$ cat src/rtl/spi_mult_periph_if.sv
// SPI pin bundle plus the peripheral's readback/status outputs.
// The master side drives sclk/cs/mosi; the slave (the peripheral) drives
// the serial return path, the tristate enable and the status pulses.
interface spi_mult_periph_if #(
    parameter int W = 4
);
    logic           sclk;
    logic           cs;
    logic           mosi;
    logic           miso;
    logic           miso_oe;
    logic [2*W-1:0] product;
    logic           done;
    logic           frame_err;

    modport master (
        output sclk, cs, mosi,
        input  miso, miso_oe, product, done, frame_err
    );

    modport slave (
        input  sclk, cs, mosi,
        output miso, miso_oe, product, done, frame_err
    );
endinterface

$ cat src/rtl/spi_mult_periph.sv
// SPI-slave (mode 0) multiplier peripheral.
// A frame of 2W bits carries operand A then operand B, MSB first. While the
// frame shifts in, the product of the previous completed frame shifts out on
// miso. SPI pins are synchronised into clk and edge-detected; the multiply is
// a W-cycle unsigned shift-add. Short frames and chip-selects that fall while
// a multiply is still pending are reported on frame_err.
module spi_mult_periph #(
    parameter int W    = 4,
    parameter int SYNC = 2
) (
    input  logic             clk,
    input  logic             reset,
    spi_mult_periph_if.slave bus
);
    localparam int PW = 2 * W;
    localparam int CW = $clog2(PW + 1);
    localparam int IW = $clog2(W + 1);
    localparam logic [CW-1:0] FRAME_BITS = CW'(PW);
    localparam logic [IW-1:0] ITERS      = IW'(W);

    typedef enum logic [1:0] {
        S_IDLE    = 2'd0,
        S_SHIFT   = 2'd1,
        S_MULT    = 2'd2,
        S_WAIT_CS = 2'd3
    } state_t;

    // Synchroniser chains and delayed copies of the last stage
    logic [SYNC-1:0] r_sclk_sync;
    logic [SYNC-1:0] r_cs_sync;
    logic [SYNC-1:0] r_mosi_sync;
    logic            r_sclk_d;
    logic            r_cs_d;

    // Synchronised pin levels and their edges
    logic w_sclk;
    logic w_cs;
    logic w_mosi;
    logic w_sclk_rise;
    logic w_sclk_fall;
    logic w_cs_rise;
    logic w_cs_fall;

    // Sequencer and datapath state
    state_t          r_state;
    logic [PW-1:0]   r_rx;
    logic [PW-1:0]   r_tx;
    logic [CW-1:0]   r_cnt;
    logic [PW-1:0]   r_a;
    logic [W-1:0]    r_b;
    logic [PW-1:0]   r_acc;
    logic [IW-1:0]   r_iter;
    logic [PW-1:0]   r_product;
    logic            r_done;
    logic            r_frame_err;
    logic            r_miso;
    logic            r_miso_oe;

    // Next-state values
    state_t          w_state_nxt;
    logic [PW-1:0]   w_rx_nxt;
    logic [PW-1:0]   w_tx_nxt;
    logic [CW-1:0]   w_cnt_nxt;
    logic [PW-1:0]   w_a_nxt;
    logic [W-1:0]    w_b_nxt;
    logic [PW-1:0]   w_acc_nxt;
    logic [IW-1:0]   w_iter_nxt;
    logic [PW-1:0]   w_product_nxt;
    logic            w_done_nxt;
    logic            w_err_nxt;
    logic            w_miso_nxt;
    logic            w_miso_oe_nxt;
    logic [CW-1:0]   w_cnt_inc;
    logic            w_last_rise;

    // Bring sclk, cs and mosi into the clk domain; cs idles high
    always_ff @(posedge clk) begin
        if (reset) begin
            r_sclk_sync <= '0;
            r_cs_sync   <= '1;
            r_mosi_sync <= '0;
            r_sclk_d    <= 1'b0;
            r_cs_d      <= 1'b1;
        end else begin
            r_sclk_sync <= {r_sclk_sync[SYNC-2:0], bus.sclk};
            r_cs_sync   <= {r_cs_sync[SYNC-2:0], bus.cs};
            r_mosi_sync <= {r_mosi_sync[SYNC-2:0], bus.mosi};
            r_sclk_d    <= r_sclk_sync[SYNC-1];
            r_cs_d      <= r_cs_sync[SYNC-1];
        end
    end

    assign w_sclk      = r_sclk_sync[SYNC-1];
    assign w_cs        = r_cs_sync[SYNC-1];
    assign w_mosi      = r_mosi_sync[SYNC-1];
    assign w_sclk_rise = w_sclk & ~r_sclk_d;
    assign w_sclk_fall = ~w_sclk & r_sclk_d;
    assign w_cs_rise   = w_cs & ~r_cs_d;
    assign w_cs_fall   = ~w_cs & r_cs_d;

    // Frame sequencing, shift-add multiply and registered-output decode
    always_comb begin
        w_state_nxt   = r_state;
        w_rx_nxt      = r_rx;
        w_tx_nxt      = r_tx;
        w_cnt_nxt     = r_cnt;
        w_a_nxt       = r_a;
        w_b_nxt       = r_b;
        w_acc_nxt     = r_acc;
        w_iter_nxt    = r_iter;
        w_product_nxt = r_product;
        w_done_nxt    = 1'b0;
        w_err_nxt     = 1'b0;
        w_cnt_inc     = r_cnt + CW'(1);
        // The 2W-th rise wins over a cs rise seen in the same cycle
        w_last_rise   = w_sclk_rise && (w_cnt_inc == FRAME_BITS);

        case (r_state)
            S_IDLE: begin
                if (w_cs_fall) begin
                    w_tx_nxt    = r_product;
                    w_cnt_nxt   = '0;
                    w_state_nxt = S_SHIFT;
                end else begin
                    w_state_nxt = S_IDLE;
                end
            end

            S_SHIFT: begin
                if (r_cnt == FRAME_BITS) begin
                    // Full frame received: latch operands and start the multiply
                    w_a_nxt     = {{W{1'b0}}, r_rx[PW-1:W]};
                    w_b_nxt     = r_rx[W-1:0];
                    w_acc_nxt   = '0;
                    w_iter_nxt  = '0;
                    w_state_nxt = S_MULT;
                end else begin
                    if (w_sclk_rise) begin
                        w_rx_nxt  = {r_rx[PW-2:0], w_mosi};
                        w_cnt_nxt = w_cnt_inc;
                    end else begin
                        w_cnt_nxt = r_cnt;
                    end
                    if (w_sclk_fall) begin
                        w_tx_nxt = {r_tx[PW-2:0], 1'b0};
                    end else begin
                        w_tx_nxt = r_tx;
                    end
                    if (w_cs_rise && !w_last_rise) begin
                        // Short frame: drop what was received, keep old product
                        w_err_nxt   = 1'b1;
                        w_state_nxt = S_IDLE;
                    end else begin
                        w_state_nxt = S_SHIFT;
                    end
                end
            end

            S_MULT: begin
                if (w_cs_fall) begin
                    w_err_nxt = 1'b1;
                end else begin
                    w_err_nxt = 1'b0;
                end
                if (r_iter == ITERS) begin
                    w_product_nxt = r_acc;
                    w_done_nxt    = 1'b1;
                    w_state_nxt   = S_WAIT_CS;
                end else begin
                    if (r_b[0]) begin
                        w_acc_nxt = r_acc + r_a;
                    end else begin
                        w_acc_nxt = r_acc;
                    end
                    w_a_nxt    = {r_a[PW-2:0], 1'b0};
                    w_b_nxt    = {1'b0, r_b[W-1:1]};
                    w_iter_nxt = r_iter + IW'(1);
                end
            end

            S_WAIT_CS: begin
                if (w_cs_fall) begin
                    w_err_nxt = 1'b1;
                end else begin
                    w_err_nxt = 1'b0;
                end
                if (w_cs) begin
                    w_state_nxt = S_IDLE;
                end else begin
                    w_state_nxt = S_WAIT_CS;
                end
            end

            default: begin
                w_state_nxt = S_IDLE;
            end
        endcase

        // miso is only driven while a frame is actively shifting
        w_miso_oe_nxt = (w_state_nxt == S_SHIFT);
        if (w_miso_oe_nxt) begin
            w_miso_nxt = w_tx_nxt[PW-1];
        end else begin
            w_miso_nxt = 1'b0;
        end
    end

    // State, datapath and output registers
    always_ff @(posedge clk) begin
        if (reset) begin
            r_state     <= S_IDLE;
            r_rx        <= '0;
            r_tx        <= '0;
            r_cnt       <= '0;
            r_a         <= '0;
            r_b         <= '0;
            r_acc       <= '0;
            r_iter      <= '0;
            r_product   <= '0;
            r_done      <= 1'b0;
            r_frame_err <= 1'b0;
            r_miso      <= 1'b0;
            r_miso_oe   <= 1'b0;
        end else begin
            r_state     <= w_state_nxt;
            r_rx        <= w_rx_nxt;
            r_tx        <= w_tx_nxt;
            r_cnt       <= w_cnt_nxt;
            r_a         <= w_a_nxt;
            r_b         <= w_b_nxt;
            r_acc       <= w_acc_nxt;
            r_iter      <= w_iter_nxt;
            r_product   <= w_product_nxt;
            r_done      <= w_done_nxt;
            r_frame_err <= w_err_nxt;
            r_miso      <= w_miso_nxt;
            r_miso_oe   <= w_miso_oe_nxt;
        end
    end

    assign bus.miso      = r_miso;
    assign bus.miso_oe   = r_miso_oe;
    assign bus.product   = r_product;
    assign bus.done      = r_done;
    assign bus.frame_err = r_frame_err;

endmodule
$ cat src/flat_wrapper.sv
// flat-port wrapper written by rule: the top's interface ports become plain ports
module spi_mult_periph_flat 
#(
    parameter int W    = 4,
    parameter int SYNC = 2
)
  (clk, reset, bus_sclk, bus_cs, bus_mosi, bus_miso, bus_miso_oe, bus_product, bus_done, bus_frame_err);
  spi_mult_periph_if #(.W(W)) bus_i ();
  input  logic clk;
  input  logic reset;
  input wire logic [$bits(bus_i.sclk)-1:0] bus_sclk;
  input wire logic [$bits(bus_i.cs)-1:0] bus_cs;
  input wire logic [$bits(bus_i.mosi)-1:0] bus_mosi;
  output wire logic [$bits(bus_i.miso)-1:0] bus_miso;
  output wire logic [$bits(bus_i.miso_oe)-1:0] bus_miso_oe;
  output wire logic [$bits(bus_i.product)-1:0] bus_product;
  output wire logic [$bits(bus_i.done)-1:0] bus_done;
  output wire logic [$bits(bus_i.frame_err)-1:0] bus_frame_err;
  assign bus_i.sclk = bus_sclk;
  assign bus_i.cs = bus_cs;
  assign bus_i.mosi = bus_mosi;
  assign bus_miso = bus_i.miso;
  assign bus_miso_oe = bus_i.miso_oe;
  assign bus_product = bus_i.product;
  assign bus_done = bus_i.done;
  assign bus_frame_err = bus_i.frame_err;
  spi_mult_periph #(.W(W), .SYNC(SYNC)) u_core (.clk(clk), .reset(reset), .bus(bus_i));
endmodule
$ cat config.mk
export PLATFORM = sky130hd
export DESIGN_NAME = spi_mult_periph_flat
export DESIGN_NICKNAME = d
export VERILOG_FILES = /design/src/rtl/spi_mult_periph_if.sv /design/src/rtl/spi_mult_periph.sv /design/src/flat_wrapper.sv
export SDC_FILE = /design/constraint.sdc
export NUM_CORES = 1
export LEC_CHECK = 0
export CAP_MARGIN = 10
export CORE_ASPECT_RATIO = 1.5
export CORE_MARGIN = 3
export CORE_UTILIZATION = 40
export CTS_CLUSTER_DIAMETER = 40
export DETAILED_ROUTE_END_ITERATION = 16
export PLACE_DENSITY = 0.63
export SYNTH_ARGS = -nofsm -noshare
export SYNTH_HDL_FRONTEND = slang
export SYNTH_SLANG_ARGS = --single-unit
$ cat constraint.sdc
create_clock -name clk -period 2.07 [get_ports clk]
set_input_delay 0.207 -clock clk [delete_from_list [all_inputs] [get_ports clk]]
set_output_delay 0.207 -clock clk [all_outputs]
set_load 0.005 [all_outputs]
## After elaboration in Yosys (flattened, before gate mapping)

Cells that the tools add are included.

| storage, ports and cells | value |
|---|---|
| register bits after elaboration | 65 |
| input port bits | 5 |
| output and inout port bits | 12 |
| word-level logic and storage cells | 94 |

| cells by class | value |
|---|---|
| add/subtract/negate cells | 3 |
| eq/ne operators | 14 |
| mux-type cells | 32 |
| bitwise operators | 11 |
| reduce and logical (&&, ||, !) cells | 15 |

Operators by type and width:

| operator | number |
|---|---|
| 2-to-1 mux 8 bit | 8 |
| case mux 8 bit (2 select lines) | 3 |
| 2-to-1 mux 4 bit | 5 |
| case mux 4 bit (2 select lines) | 2 |
| AND reduction 4 bit | 3 |
| inequality test 2 x 1 -> 1 bit (second input constant) | 5 |
| adder 8 bit | 1 |
| == test 4 bit (second input constant) | 2 |
| case mux 2 bit (4 select lines) | 1 |
| NOT 1 bit | 7 |
| 2-to-1 mux 1 bit | 6 |
| 2-to-1 mux 2 bit | 3 |
| 2-to-1 mux 3 bit | 2 |
| case mux 3 bit (2 select lines) | 1 |
| AND reduction 3 bit | 2 |
| OR reduction 2 bit | 3 |
| adder 4 x 1 -> 4 bit (second input constant) | 1 |
| bitwise AND 1 bit | 4 |
| == test 2 x 1 -> 1 bit (second input constant) | 2 |
| == test 2 bit (second input constant) | 2 |
| inequality test 2 bit (second input constant) | 2 |
| nonzero test 2 bit | 2 |
| adder 3 x 1 -> 3 bit (second input constant) | 1 |
| == test 3 bit (second input constant) | 1 |
| other kinds (5) | 6 |

## Longest topological paths before layout

Gate-level depths: netlist of the first run.

| depth | value |
|---|---|
| depth after elaboration | 11 |
| mapped depth | 8 |
| depth with buffers taken out | 7 |

## Worst setup path after synthesis of the first run

No wires, ideal clock.

| path | value |
|---|---|
| path kind | reg2reg |
| from | register u_core.r_state[0] |
| to | register u_core.r_acc[7] |
| setup time | 70 ps |
| arrival | 2028 ps |
| required time | 2000 ps |
| setup slack | -29 ps |
| cell stages (with the launch flop) | 9 |
| buffers on the path | 1 |
| clock period less this slack | 2099 ps |
| cell sequence | dfxtp_1 > inv_1 > ha_1 > and3_1 > buf_2 > a211oi_1 > nand3b_1 > mux2_2 > a21oi_1 |

| on the way | value |
|---|---|
| cells in the longest elaborated chain, start to end | 3 |
| elaborated cells between the ends (all ways) | 8 |
| classes of those cells | 5 x eq/ne; 1 x mux; 2 x reduce/logical |

Ends and longest elaborated chain:

| item | line | RTL |
|---|---|---|
| start: declaration | spi_mult_periph.sv:45 | `state_t r_state;` |
| start signal: assignment | spi_mult_periph.sv:225 | `r_state <= w_state_nxt;` |
| == test 2 bit or == test 2 x 1 -> 1 bit (tied branches) | spi_mult_periph.sv:118 | `case (r_state)` |
| inequality test 2 x 1 -> 1 bit (no line), or another cell as far along | n/a |  |
| AND reduction 4 bit (no line) | n/a |  |
| end signal: assignment | spi_mult_periph.sv:231 | `r_acc <= w_acc_nxt;` |
| end: declaration | spi_mult_periph.sv:51 | `logic [PW-1:0] r_acc;` |

Several ways; a longest one is shown, not always the timed one.
A chain may end at the register's enable or synchronous reset.

## Worst setup path after layout of the first run

| path | value |
|---|---|
| from | register u_core.r_iter[0] |
| to | register u_core.r_miso, in the netlist u_core.bus.miso |

| on the way | value |
|---|---|
| cells in the longest elaborated chain, start to end | 6 |

Ends and longest elaborated chain:

| item | line | RTL |
|---|---|---|
| start: declaration | spi_mult_periph.sv:52 | `logic [IW-1:0] r_iter;` |
| start signal: assignment | spi_mult_periph.sv:232 | `r_iter <= w_iter_nxt;` |
| == test 3 bit | spi_mult_periph.sv:165 | `if (r_iter == ITERS) begin` |
| 2-to-1 mux 2 bit | spi_mult_periph.sv:165 |  |
| case mux 2 bit (4 select lines) | spi_mult_periph.sv:118 |  |
| == test 2 x 1 -> 1 bit | spi_mult_periph.sv:200 | `w_miso_oe_nxt = (w_state_nxt == S_SHIFT);` |
| NOT 1 bit (no line) | n/a |  |
| OR reduction 2 bit (no line) | n/a |  |
| end signal: assignment | spi_mult_periph.sv:236 | `r_miso <= w_miso_nxt;` |
| end: declaration | spi_mult_periph.sv:56 | `logic r_miso;` |

Every way passes these cells.

==> impl_metrics.py, run 1 <==
metrics = {
    "run_status": {
        "status": "finished, final reports clean",
    },
    "timing": {
        "fin_crit_sh": 0.965,
        "fin_skew_ns": 0.0111,
        "finalMaxSlewViolations": 0,
        "setup_viol": 0,
        "fin_ws_ns": 0.0727,
        "slew_headroom": 0.724,
        "period_minus_slack_ns": 2.00,
        "clock.fmax_ghz": 0.501,
        "rsz0062_at_grt": "false",
        "hold_ws_ns": 0.277,
        "worst_slew_pin_slew_ns": 0.413,
        "finalHoldViolCount": 0,
    },
    "worst_setup_path": {
        "critPathKind": "flop to flop",
        "reg2regPathDepth": 8,
        "rrSetupSlack_ns": 0.07,
        "start_kind": "flop",
        "crit_path_end_kind": "flop",
        "r2r_start": "u_core.r_iter[0]$_SDFFE_PP0P_",
        "r2r-end": "u_core.bus.miso$_SDFF_PP0_",
        "crit_required_ns": 2.29,
        "critPathArrivalTime_ns": 2.22,
        "critPathMaxFanout": 3,
    },
    "clock_tree": {
        "clock_latency_ns": 0.34,
        "htreeDepth": 3,
        "cts_tree": "yes",
        "clk_pin_slew_worst_paths_ns": 0.07,
        "cts_max_path_buffers": 2,
        "holdBufCountCts": 0,
        "cts_num_sinks": 65,
        "root_buffer": "clkbuf_8",
        "numCtsBuffers": 9,
    },
    "global_routing": {
        "grt_pass1_wl_mm": 10.9,
        "grt_max_degree": 37,
        "gr-total-overflow": 0,
        "grt_use_total": 0.156,
        "first_global_vias": 2381,
        "antenna_found_initial": 0,
    },
    "logic_synthesis": {
        "ys_types": 46,
        "async_reset_ff_frac": 0,
        "synth-seq-cells": 65,
        "synth.cell_area_mm2": 0.00298,
        "synth_area_leaders": "dfxtp_1 44%, ha_1 6.7%, nand2_1 6.1%",
        "synth_fp_nets": 361,
        "yosysTopAreaCell": "dfxtp_1",
        "ys_top_cells_by_count": "65 x dfxtp_1, 48 x nand2_1, 35 x a21oi_1",
        "synth_top_flop_cell": "dfxtp_1",
        "ys_seq_area_frac": 0.437,
        "synth_edf_count": 0,
        "ys_warn_count": 0,
        "synth_top_cell_area_share": 0.437,
        "synthCells": 339,
        "yosysMostFrequentCell": "dfxtp_1",
        "post_synth.cell_area_avg_um2": 8.78,
    },
    "drt": {
        "dr_total_vias": 2446,
        "wl_per_cell_um": 13.5,
        "vias_per_cell": 5.20,
        "drt_first_pass_iters": 4,
        "ant_nets": 0,
        "drt_wl_total_mm": 6.33,
        "drtIter0Drc": 108,
        "drc_errors": 0,
    },
    "power_and_ir_drop": {
        "power_density_mw_per_mm2": 726,
        "p_leak_uw": 0.00127,
        "peakVddDrop_mv": 0.325,
    },
    "floorplan": {
        "io_pins": 17,
        "dieArea_mm2": 0.00854,
        "core.rowCount": 37,
        "die_w_um": 76.5,
        "core_mm2": 0.00704,
        "die_y_um": 112,
        "start_util": 0.423,
    },
    "finish": {
        "syn2layout_area_growth_pct": 19.9,
        "multi_input_area_mm2": 0.00159,
        "final_area_mm2": 0.00357,
        "diodes": 0,
        "nFillCells": 695,
        "regArea_mm2": 0.00131,
        "final_cells": 470,
        "nets": 390,
        "drive_above_1_share": 0.139,
    },
    "place": {
        "io_buffers": 16,
        "hpwlAfterDp_mm": 4.73,
        "globalplace.congestion": 0.810,
        "dpl_cell_area_mm2": 0.00333,
        "place_inst": 454,
        "dp_slack_ns": -0.0645,
    },
    "min_path": {
        "holdPathStages": 3,
        "hold_class": "input port to flop",
        "min_from": "reset",
        "whs_endpoint": "u_core.r_acc[6]$_SDFFE_PP0P_",
    },
    "job": {
        "cap_violations": 0,
    },
}
[layout by cell type, fill, tap and decap left out, drive strengths merged, types with 4 or more instances in the layout]
cell           Yosys  layout
ha                16      16
a22oi             12      12
nand2             48      48
o211ai             6       6
clkbuf            12      10
clkdlybuf4s50      0      15
nor2b              9       9
mux2i              7       7
a211oi            16      16
nand3b             5       5
nand3             24      24
a21o               4       4
inv                8       8
dfxtp             65      65
o21ai              4       4
a21oi             35      35
buf                6      21
nor2              24      24
nor3               4       4
[per-layer routing]
metal / global-route usage / wire [um]
met5: 0 / 0
met1: 0.166 / 2650
met4: 0.0726 / 160
met3: 0.0340 / 163
met2: 0.289 / 3350
[worst max-delay path by stage]
| stage | startpoint | end |
|---|---|---|
| 4_1_cts | u_core.r_state[0]$_SDFF_PP0_ | u_core.bus.miso$_SDFF_PP0_ |
| 3_5_place_dp | u_core.r_state[0]$_SDFF_PP0_ | u_core.bus.miso$_SDFF_PP0_ |
| 2_1_floorplan | u_core.r_state[1]$_SDFF_PP0_ | u_core.r_acc[6]$_SDFFE_PP0P_ |
| 5_1_grt | u_core.r_state[1]$_SDFF_PP0_ | u_core.r_cnt[1]$_SDFFE_PP0P_ |
| 6_report | u_core.r_iter[0]$_SDFFE_PP0P_ | u_core.bus.miso$_SDFF_PP0_ |
| 3_3_place_gp | u_core.r_state[0]$_SDFF_PP0_ | u_core.bus.miso$_SDFF_PP0_ |
[registers in the layout, summed over array words and instances (netlist names)]
| name | cells |
|---|---|
| u_core.r_a | 8 |
| u_core.r_cs_d | 1 |
| u_core.r_rx | 8 |
| u_core.bus.miso | 1 |
| u_core.r_cs_sync | 2 |
| u_core.r_acc | 8 |
| u_core.bus.product | 8 |
| u_core.r_sclk_sync | 2 |
| u_core.r_cnt | 4 |
| u_core.r_mosi_sync | 2 |
| u_core.r_sclk_d | 1 |
| u_core.bus.done | 1 |
| u_core.r_state | 2 |
| u_core.r_tx | 8 |
| u_core.r_b | 4 |
| u_core.bus.miso_oe | 1 |
| u_core.bus.frame_err | 1 |
| u_core.r_iter | 3 |
[metrics by stage]
stage	setup TNS, ns	total power [uW]	utilization
2_1_floorplan	0	1420	-
3_3_place_gp	0	1470	0.474
3_5_place_dp	-0.0645	1480	0.474
4_1_cts	-0.00454	2620	0.504
5_1_grt	0	2700	0.507
6_report	0	2590	0.507
[final cells by class]
| cell class | count | area share |
|---|---|---|
| clock inverter | 6 | 0.0231 |
| timing repair buffer | 36 | 0.0876 |
| tap | 97 | 0.0340 |
| inverter | 8 | 0.00841 |
| multi-input combinational | 248 | 0.445 |
| clock buffer | 10 | 0.0358 |
| sequential | 65 | 0.366 |
[timing repair]
action                     in CTS  in global routing
buffers inserted                0                  0
resized for setup               1                  8
setup endpoints to repair       1                 10
[power by group]
part           internal (uW)  total [uW]  switching [uW]  leakage, uW
combinational           65.4         158            92.5     0.000635
clock                    672        1140             468     0.000106
sequential              1280        1290            16.4     0.000527
[kinds of logic after synthesis]
family / Yosys count / synth area share
flip-flops: 65 / 0.437
AND/OR/NAND/NOR: 130 / 0.214
AO/OA/AOI/OAI: 87 / 0.194
buffers and inverters: 26 / 0.0361
multiplexers: 8 / 0.0273
XOR/XNOR: 6 / 0.0177
adder cells (fa/ha/maj): 17 / 0.0739
[critical path, stage by stage, from the launching register on]
cell and delay, ns:
dfxtp_1 0.36, inv_1 0.07, ha_1 0.22, and3_1 0.21, a2111oi_2 0.45, buf_4 0.19, a221oi_1 0.07, and3_1 0.19
nor2b_1 0.12
Note: power is estimated with default switching activity, not from simulation.
==> run 2: changes to the inputs <==
- DONT_BUFFER_PORTS: not set -> 1
- PLACE_DENSITY: 0.63 -> 0.6
==> impl_metrics.py, run 2 (synthesized netlist as in run 1, its figures left out) <==
metrics = {
    "place": {
        "io_buffers": 0,
        "globalplace.congestion": 0.842,
        "hpwlAfterDp_mm": 4.65,
        "dp_slack_ns": -0.0260,
    },
    "clock_tree": {
        "root_buffer": "clkbuf_8",
        "clock_latency_ns": 0.34,
        "htreeDepth": 3,
        "cts_max_path_buffers": 2,
        "cts_tree": "yes",
        "cts_num_sinks": 65,
        "clk_pin_slew_worst_paths_ns": 0.06,
        "post-cts-setup-buffer-count": 0,
        "numCtsBuffers": 9,
    },
    "worst_setup_path": {
        "critPathMaxFanout": 11,
        "critPathArrivalTime_ns": 2.24,
        "start_kind": "flop",
        "crit_path_end_kind": "flop",
        "crit_required_ns": 2.35,
        "critPathKind": "flop to flop",
    },
    "drt": {
        "drtIter0Drc": 77,
        "ant_nets": 0,
        "drt_wl_total_mm": 6.57,
        "vias_per_cell": 5.33,
        "dr_total_vias": 2429,
        "drt_first_pass_iters": 4,
        "wl_per_cell_um": 14.4,
        "drc_errors": 0,
    },
    "timing": {
        "slew_headroom": 0.720,
        "rsz0062_at_grt": "false",
        "setup_viol": 0,
        "fin_ws_ns": 0.108,
        "finalHoldViolCount": 0,
        "period_minus_slack_ns": 1.96,
        "fin_crit_sh": 0.948,
        "fin_setup_tns_ns": 0,
        "hold_ws_ns": 0.0744,
        "fin_skew_ns": 0.00717,
        "worst_slew_pin_slew_ns": 0.417,
        "clock.fmax_ghz": 0.510,
        "finalMaxSlewViolations": 0,
    },
    "power_and_ir_drop": {
        "p_int_uw": 1760,
        "clockPowerShare": 0.371,
        "peakVddDrop_mv": 0.277,
        "power_density_mw_per_mm2": 679,
        "power_frac_comb": 0.067,
        "p_leak_uw": 0.00121,
        "pwr-share-seq": 0.562,
        "p_sw_uw": 538,
        "swShare": 0.234,
    },
    "finish": {
        "syn2layout_area_growth_pct": 13.8,
        "diodes": 0,
        "nets": 378,
        "most-common-layout-cells": "65 x dfxtp_1, 48 x nand2_1, 35 x a21oi_1",
        "nFillCells": 716,
        "multi_input_area_mm2": 0.00159,
        "regArea_mm2": 0.00130,
        "drive_above_1_share": 0.123,
        "layout_commonest_cell": "dfxtp_1",
    },
    "global_routing": {
        "antenna_found_initial": 0,
        "first_global_vias": 2301,
        "gr-total-overflow": 0,
        "grt_pass1_wl_mm": 11.1,
        "grt_use_total": 0.163,
        "grt_max_degree": 62,
    },
    "floorplan": {
        "core.rowCount": 37,
        "core_mm2": 0.00704,
        "die_w_um": 76.5,
        "start_util": 0.423,
        "die_y_um": 112,
        "dieArea_mm2": 0.00854,
        "io_pins": 17,
    },
    "run_status": {
        "status": "finished, final reports clean",
    },
    "min_path": {
        "hold_class": "input port to flop",
    },
    "job": {
        "cap_violations": 0,
    },
}
run 2: changes by cell type in the layout (fill, tap and decap cells not counted), moves of 2 or more:
cell and change:
ha_2 -2, dlygate4sd3_1 +3, clkinv_2 -2, bufinv_16 -2
clkdlybuf4s50_1 -15, buf_4 +2, ha_1 +2, buf_6 -2
clkbuf_1 +3
run 2: worst paths after layout:
check                                       from                              to  slack [ns]  cells past startpoint
hold / removal                             reset    u_core.r_acc[6]$_SDFFE_PP0P_        0.07                      2
hold reg to reg   u_core.r_cs_sync[0]$_SDFF_PP1_  u_core.r_cs_sync[1]$_SDFF_PP1_        0.41                      1
setup / recovery    u_core.r_state[0]$_SDFF_PP0_    u_core.r_acc[6]$_SDFFE_PP0P_        0.11                      7
setup reg to reg    u_core.r_state[0]$_SDFF_PP0_    u_core.r_acc[6]$_SDFFE_PP0P_        0.11                      7
run 2: worst max-delay path, cell delays in order (launching register included):
cell and delay, ns:
dfxtp_1 0.32, inv_1 0.05, ha_1 0.22, buf_4 0.19, mux2i_1 0.15, or3_4 0.34, or4b_4 0.48, o211ai_2 0.14
run 2: through the flow:
stage / instances / cell area (um2) / total power, uW / util
floorplan: 339 / 2980 / 1420 / -
global placement: 438 / 3180 / 1450 / 0.451
detailed placement: 438 / 3180 / 1450 / 0.451
CTS: 456 / 3380 / 2330 / 0.480
global route: 456 / 3390 / 2400 / 0.482
finish: 456 / 3390 / 2300 / 0.482
run 2: what timing repair did:
action | 4_1_cts | 5_1_grt
endpoints found under the hold margin | 61 | 0
setup endpoints to repair | 1 | 4
resized for setup | 1 | 2
hold buffers | 4 | 0
cloned | 0 | 0
run 2: power by group through the flow:
| stage | clock [uW] | combinational, uW | sequential, uW |
|---|---|---|---|
| 3_3_place_gp | 0 | 125 | 1320 |
| 5_1_grt | 932 | 175 | 1300 |
| 2_1_floorplan | 0 | 105 | 1320 |
| 3_5_place_dp | 0 | 126 | 1320 |
| 4_1_cts | 883 | 155 | 1290 |
| 6_report | 854 | 154 | 1290 |
run 2: cell type report:
class / instances / share of cell area
Clock buffer: 13 / 0.0410
Timing Repair Buffer: 24 / 0.0613
Clock inverter: 1 / 0.00148
Inverter: 8 / 0.00886
Sequential cell: 65 / 0.384
Multi-Input combinational cell: 248 / 0.468
Tap cell: 97 / 0.0358
run 2: layer usage:
layer	vias up	share of wire	GRT usage	routed length, um
li1	1238	-	-	-
met3	14	0.029	0.0388	188
met2	34	0.52	0.290	3410
met1	1143	0.43	0.176	2790
met5	-	0	0	0
met4	0	0.028	0.0919	182
==> run 3: changes to the inputs <==
- CORE_MARGIN: 3 -> 2
- clock period: 2.07 -> 1.7 ns (I/O delays scaled with it)
==> impl_metrics.py, run 3 (synthesized netlist as in run 1, its figures left out) <==
metrics = {
    "finish": {
        "final_cells": 497,
        "nets": 418,
        "layout_commonest_cell": "dfxtp_1",
        "drive_above_1_share": 0.413,
        "diodes": 0,
        "nFillCells": 640,
        "regArea_mm2": 0.00133,
        "multi_input_area_mm2": 0.00197,
        "most-common-layout-cells": "50 x dfxtp_1, 47 x nand2_1, 46 x buf_4",
        "syn2layout_area_growth_pct": 40.4,
    },
    "worst_setup_path": {
        "critPathArrivalTime_ns": 2.11,
        "critPathBufInv": 1,
        "crit_slowest_cell": "or4b_4",
        "crit_chain": "inv_4 > ha_4 > and3_4 > or3_4 > or4b_4 > o211ai_2",
        "slowest_delay_ns": 0.48,
        "reg2regPathDepth": 6,
        "r2r-end": "u_core.r_acc[6]$_SDFFE_PP0P_",
        "critPathKind": "flop to flop",
        "rrSetupSlack_ns": -0.13,
        "r2r_start": "u_core.r_state[0]$_SDFF_PP0_",
        "crit_path_end_kind": "flop",
        "start_kind": "flop",
        "crit_required_ns": 1.98,
        "critPathTopFamily": "simple AND/OR/NAND/NOR gates",
        "critPathMaxFanout": 4,
    },
    "power_and_ir_drop": {
        "p_leak_uw": 0.00147,
        "peakVddDrop_mv": 0.467,
        "power_density_mw_per_mm2": 709,
        "finalPower_uw": 2960,
    },
    "floorplan": {
        "start_util": 0.412,
        "core.rowCount": 38,
        "core_mm2": 0.00723,
        "die_w_um": 74.5,
        "die_y_um": 110,
        "dieArea_mm2": 0.00817,
        "io_pins": 17,
    },
    "global_routing": {
        "first_global_vias": 2523,
        "grt_use_total": 0.184,
        "gr-total-overflow": 0,
        "grt_max_degree": 62,
        "antenna_found_initial": 0,
        "grt_pass1_wl_mm": 11.3,
    },
    "place": {
        "io_buffers": 0,
        "hpwlAfterDp_mm": 4.69,
        "globalplace.congestion": 0.810,
        "place_inst": 469,
    },
    "drt": {
        "vias_per_cell": 5.26,
        "drt_wl_total_mm": 7.26,
        "drc_errors": 0,
        "dr_total_vias": 2614,
        "drt_first_pass_iters": 4,
        "ant_nets": 0,
        "drtIter0Drc": 51,
        "wl_per_cell_um": 14.6,
    },
    "timing": {
        "worst_slew_pin_slew_ns": 0.361,
        "slew_headroom": 0.757,
        "fin_crit_sh": 1.08,
        "fin_skew_ns": 0.00617,
        "finalHoldViolCount": 0,
        "rsz0062_at_grt": "true",
        "setup_viol": 16,
        "finalMaxSlewViolations": 0,
        "fin_ws_ns": -0.128,
        "clock.fmax_ghz": 0.547,
        "period_minus_slack_ns": 1.83,
    },
    "clock_tree": {
        "clock_latency_ns": 0.35,
        "root_buffer": "clkbuf_8",
        "htreeDepth": 3,
        "clk_pin_slew_worst_paths_ns": 0.06,
        "numCtsBuffers": 9,
        "cts_max_path_buffers": 2,
        "cts_num_sinks": 65,
        "cts_tree": "yes",
    },
    "job": {
        "cap_violations": 0,
    },
    "run_status": {
        "status": "complete, but fails checks",
        "violations": "setup timing",
    },
    "min_path": {
        "hold_class": "input port to flop",
        "holdPathStages": 2,
        "whs_endpoint": "u_core.r_acc[6]$_SDFFE_PP0P_",
        "min_from": "reset",
    },
}
[run 3: changes by cell type in the layout (fill, tap and decap cells not counted), moves of 9 or more]
cell	delta
nand3_1	-11
a21oi_2	+10
nand3_2	+10
buf_4	+26
ha_1	-11
ha_4	+9
dfxtp_1	-15
buf_6	+11
dfxtp_2	+11
a211oi_1	-9
a21oi_1	-10
[run 3: area by class of cell]
type,instances,share of cell area
flip-flops and latches,65,0.318
multi-input cells,248,0.471
well taps,100,0.0299
inverters,8,0.00778
clock inverters,1,0.00120
repair buffers,64,0.136
clock buffers,11,0.0362
[run 3: repair_timing]
item | in CTS | in global routing
setup buffers | 4 | 8
hold endpoints to repair | 61 | 0
pin swaps | 13 | 52
endpoints found under the setup margin | 27 | 32
cloned | 0 | 2
resized for setup | 37 | 63
hold buffers | 4 | 0
[run 3: metrics by stage]
stage | util | setup slack, ns | TNS [ns] | hold slack, ns | instance area, um2
final | 0.579 | -0.128 | -0.613 | 0.0283 | 4180
after global routing | 0.579 | -0.218 | -3.09 | 0.0335 | 4180
after CTS | 0.532 | -0.133 | -0.165 | 0.0138 | 3850
after detailed placement | 0.476 | -0.189 | -0.832 | 0.244 | 3440
after global placement | 0.476 | -0.144 | -0.496 | 0.241 | 3440
after floorplan | - | -0.282 | -0.423 | 0.274 | 3060
[run 3: power by group]
group | internal, uW | switching (uW)
clock | 573 | 534
combinational | 134 | 148
sequential | 1550 | 23.0
[run 3: worst max path at each step]
stage / endpoint / depth (start not counted) / slack, ns / from
floorplan: u_core.r_acc[6]$_SDFFE_PP0P_ / 8 / -0.28 / u_core.r_cnt[1]$_SDFFE_PP0P_
global placement: u_core.r_acc[6]$_SDFFE_PP0P_ / 7 / -0.14 / u_core.r_acc[0]$_SDFFE_PP0P_
detailed placement: u_core.r_acc[6]$_SDFFE_PP0P_ / 7 / -0.19 / u_core.r_acc[0]$_SDFFE_PP0P_
CTS: u_core.r_acc[6]$_SDFFE_PP0P_ / 7 / -0.13 / u_core.r_cnt[0]$_SDFFE_PP0P_
global route: u_core.r_acc[6]$_SDFFE_PP0P_ / 7 / -0.22 / u_core.r_cnt[0]$_SDFFE_PP0P_
finish: u_core.r_acc[6]$_SDFFE_PP0P_ / 6 / -0.13 / u_core.r_state[0]$_SDFF_PP0_
[run 3: metal layers]
layer	up-vias	wire length [um]	global-route usage
met3	10	210	0.0568
li1	1317	-	-
met1	1259	2910	0.192
met4	0	137	0.0842
met5	-	0	0
met2	28	4010	0.328
==> RTL change: new RTL, settings of run 1 <==
The 4 states of `state_t` get a one-hot encoding in 4 bits.
--- a/src/rtl/spi_mult_periph.sv
+++ b/src/rtl/spi_mult_periph.sv
@@ -20,7 +20,7 @@
 
-    typedef enum logic [1:0] {
-        S_IDLE    = 2'd0,
-        S_SHIFT   = 2'd1,
-        S_MULT    = 2'd2,
-        S_WAIT_CS = 2'd3
+    typedef enum logic [3:0] {
+        S_IDLE    = 4'b0001,
+        S_SHIFT   = 4'b0010,
+        S_MULT    = 4'b0100,
+        S_WAIT_CS = 4'b1000
     } state_t;
Function: no difference found for any inputs over 10 cycles, from zero or initial values and one cycle with reset high; not proved beyond that.
==> RTL change against run 1 <==
  * Sequential cell count increased by 2
  * Final area increased by 2.8%
  * Synthesized cell count is 0.88% lower
  * Largest cell class unchanged
  * Fmax is 0.27% lower
  * Setup slack lost 0.0053 ns
  * Critical path type unchanged
  * Synthesized area grew 3.7%
  * Die area increased by 3.5%
  * Wire length is 0.76% higher
  * Hold slack better by 0.0032 ns
  * Global-route usage is essentially flat
Power is not compared: it rests on default switching activity, and its combinational part moved more than twofold at a synthesized area within 25%.
==> RTL change: results (changes against run 1) <==
| Metric | Value |
|---|---|
| Status | `completed` |
| FF-to-FF Start | `u_core.r_state[1]` |
| Final net count | `381 (-2.3%)` |
| Hold Path End | `u_core.r_rx[0]` |
| DP HPWL | `4.76 mm (+0.62%)` |
| Vias per cell | `5.25 (+0.96%)` |
| Max stage delay on crit path | `0.58 ns (+0.13 ns)` |
| Cell area after placement | `0.00340 sq mm (+2.0%)` |
| Library cells used by synthesis | `53 (+15%)` |
| Depth of the worst register-to-register path | `4 (-4)` |
| First-pass GRT wire length | `11.0 mm (+0.89%)` |
| 1st-iter DRT viols | `140 (+30%)` |
| Avg WL per Cell | `13.6 um (+1.2%)` |
| Cell family with most CP delay | `compound AO/OA/AOI/OAI gates` |
| Hold path cells | `2 (-1)` |
| Vias in the first global route | `2368 (-0.55%)` |
| GRT Overall Usage | `15.7% (+0.034 points)` |
| Final cell count without fillers | `468 (-0.43%)` |
| Seq/Total Area, Yosys | `43.4% (-0.28 points)` |
| DRT Pass-1 Iters | `5 (+1)` |
| Critical-path top delay cell | `or4b_4` |
| Final hold slack | `0.280 ns (+0.00316 ns)` |
| Inst Count DP | `452 (-0.44%)` |
| Dpl ws | `0.126 ns (+0.190 ns)` |
| Worst reg2reg path endpoint | `u_core.r_tx[3]` |
| Placer Congestion | `0.794 (-2.0%)` |
| Total power | `2.76 mW` |
| Crit share post-route | `96.7% (+0.26 points)` |
| Worst-Margin Slew | `0.547 ns (+0.134 ns)` |
| CP max FO | `9 (+6)` |
| Avg Cell Area, Syn | `9.19 sq um (+4.7%)` |
## RTL change: cell types whose count changed in the layout (fill, tap and decap cells not counted), moves of 4 or more
cell	run 1	this run
nand3_1	24	14
a22oi_1	12	6
nor2_1	24	33
a211oi_1	13	1
a21oi_1	35	26
o31ai_1	0	4
a222oi_1	1	7
## RTL change: worst max path at each step
stage                     cells past startpoint               to               from
after floorplan                               7  u_core.r_acc[6]    u_core.r_acc[0]
after global placement                        7  u_core.bus.miso    u_core.r_cnt[0]
after detailed placement                      7  u_core.bus.miso    u_core.r_cnt[0]
after CTS                                     7  u_core.bus.miso    u_core.r_cnt[0]
after global routing                          4   u_core.r_tx[2]  u_core.r_state[1]
final                                         4   u_core.r_tx[3]  u_core.r_state[1]
## RTL change: cell type report
type	instances	area, sq um
Fill cell	721	3700
Multi-Input combinational cell	244	1620
Sequential cell	67	1340
Timing Repair Buffer	34	290
Clock buffer	11	151
Tap cell	100	125
Clock inverter	5	108
Inverter	7	26.3
## RTL change: cell families after synthesis
family                     share of synthesized area, %
AOI/OAI and AO/OA                                  16.8
xor gates and xnor gates                           2.55
adders and majority gates                          5.51
buffers and inverters                              4.33
DFF                                                43.4
muxes                                              3.69
and+or+nand+nor                                    23.7
## RTL change: layer usage
layer | up-vias | track usage [%] | wire length, um
li1 | 1241 | - | -
met1 | 1166 | 16.9 | 2650
met2 | 39 | 27.9 | 3380
met3 | 13 | 3.32 | 176
met4 | 0 | 9.03 | 159
met5 | - | 0 | 0
## RTL change: timing repair
action | in CTS | in global routing
endpoints found under the setup margin | 0 | 13
resized for setup | 0 | 5
endpoints found under the hold margin | 0 | 0
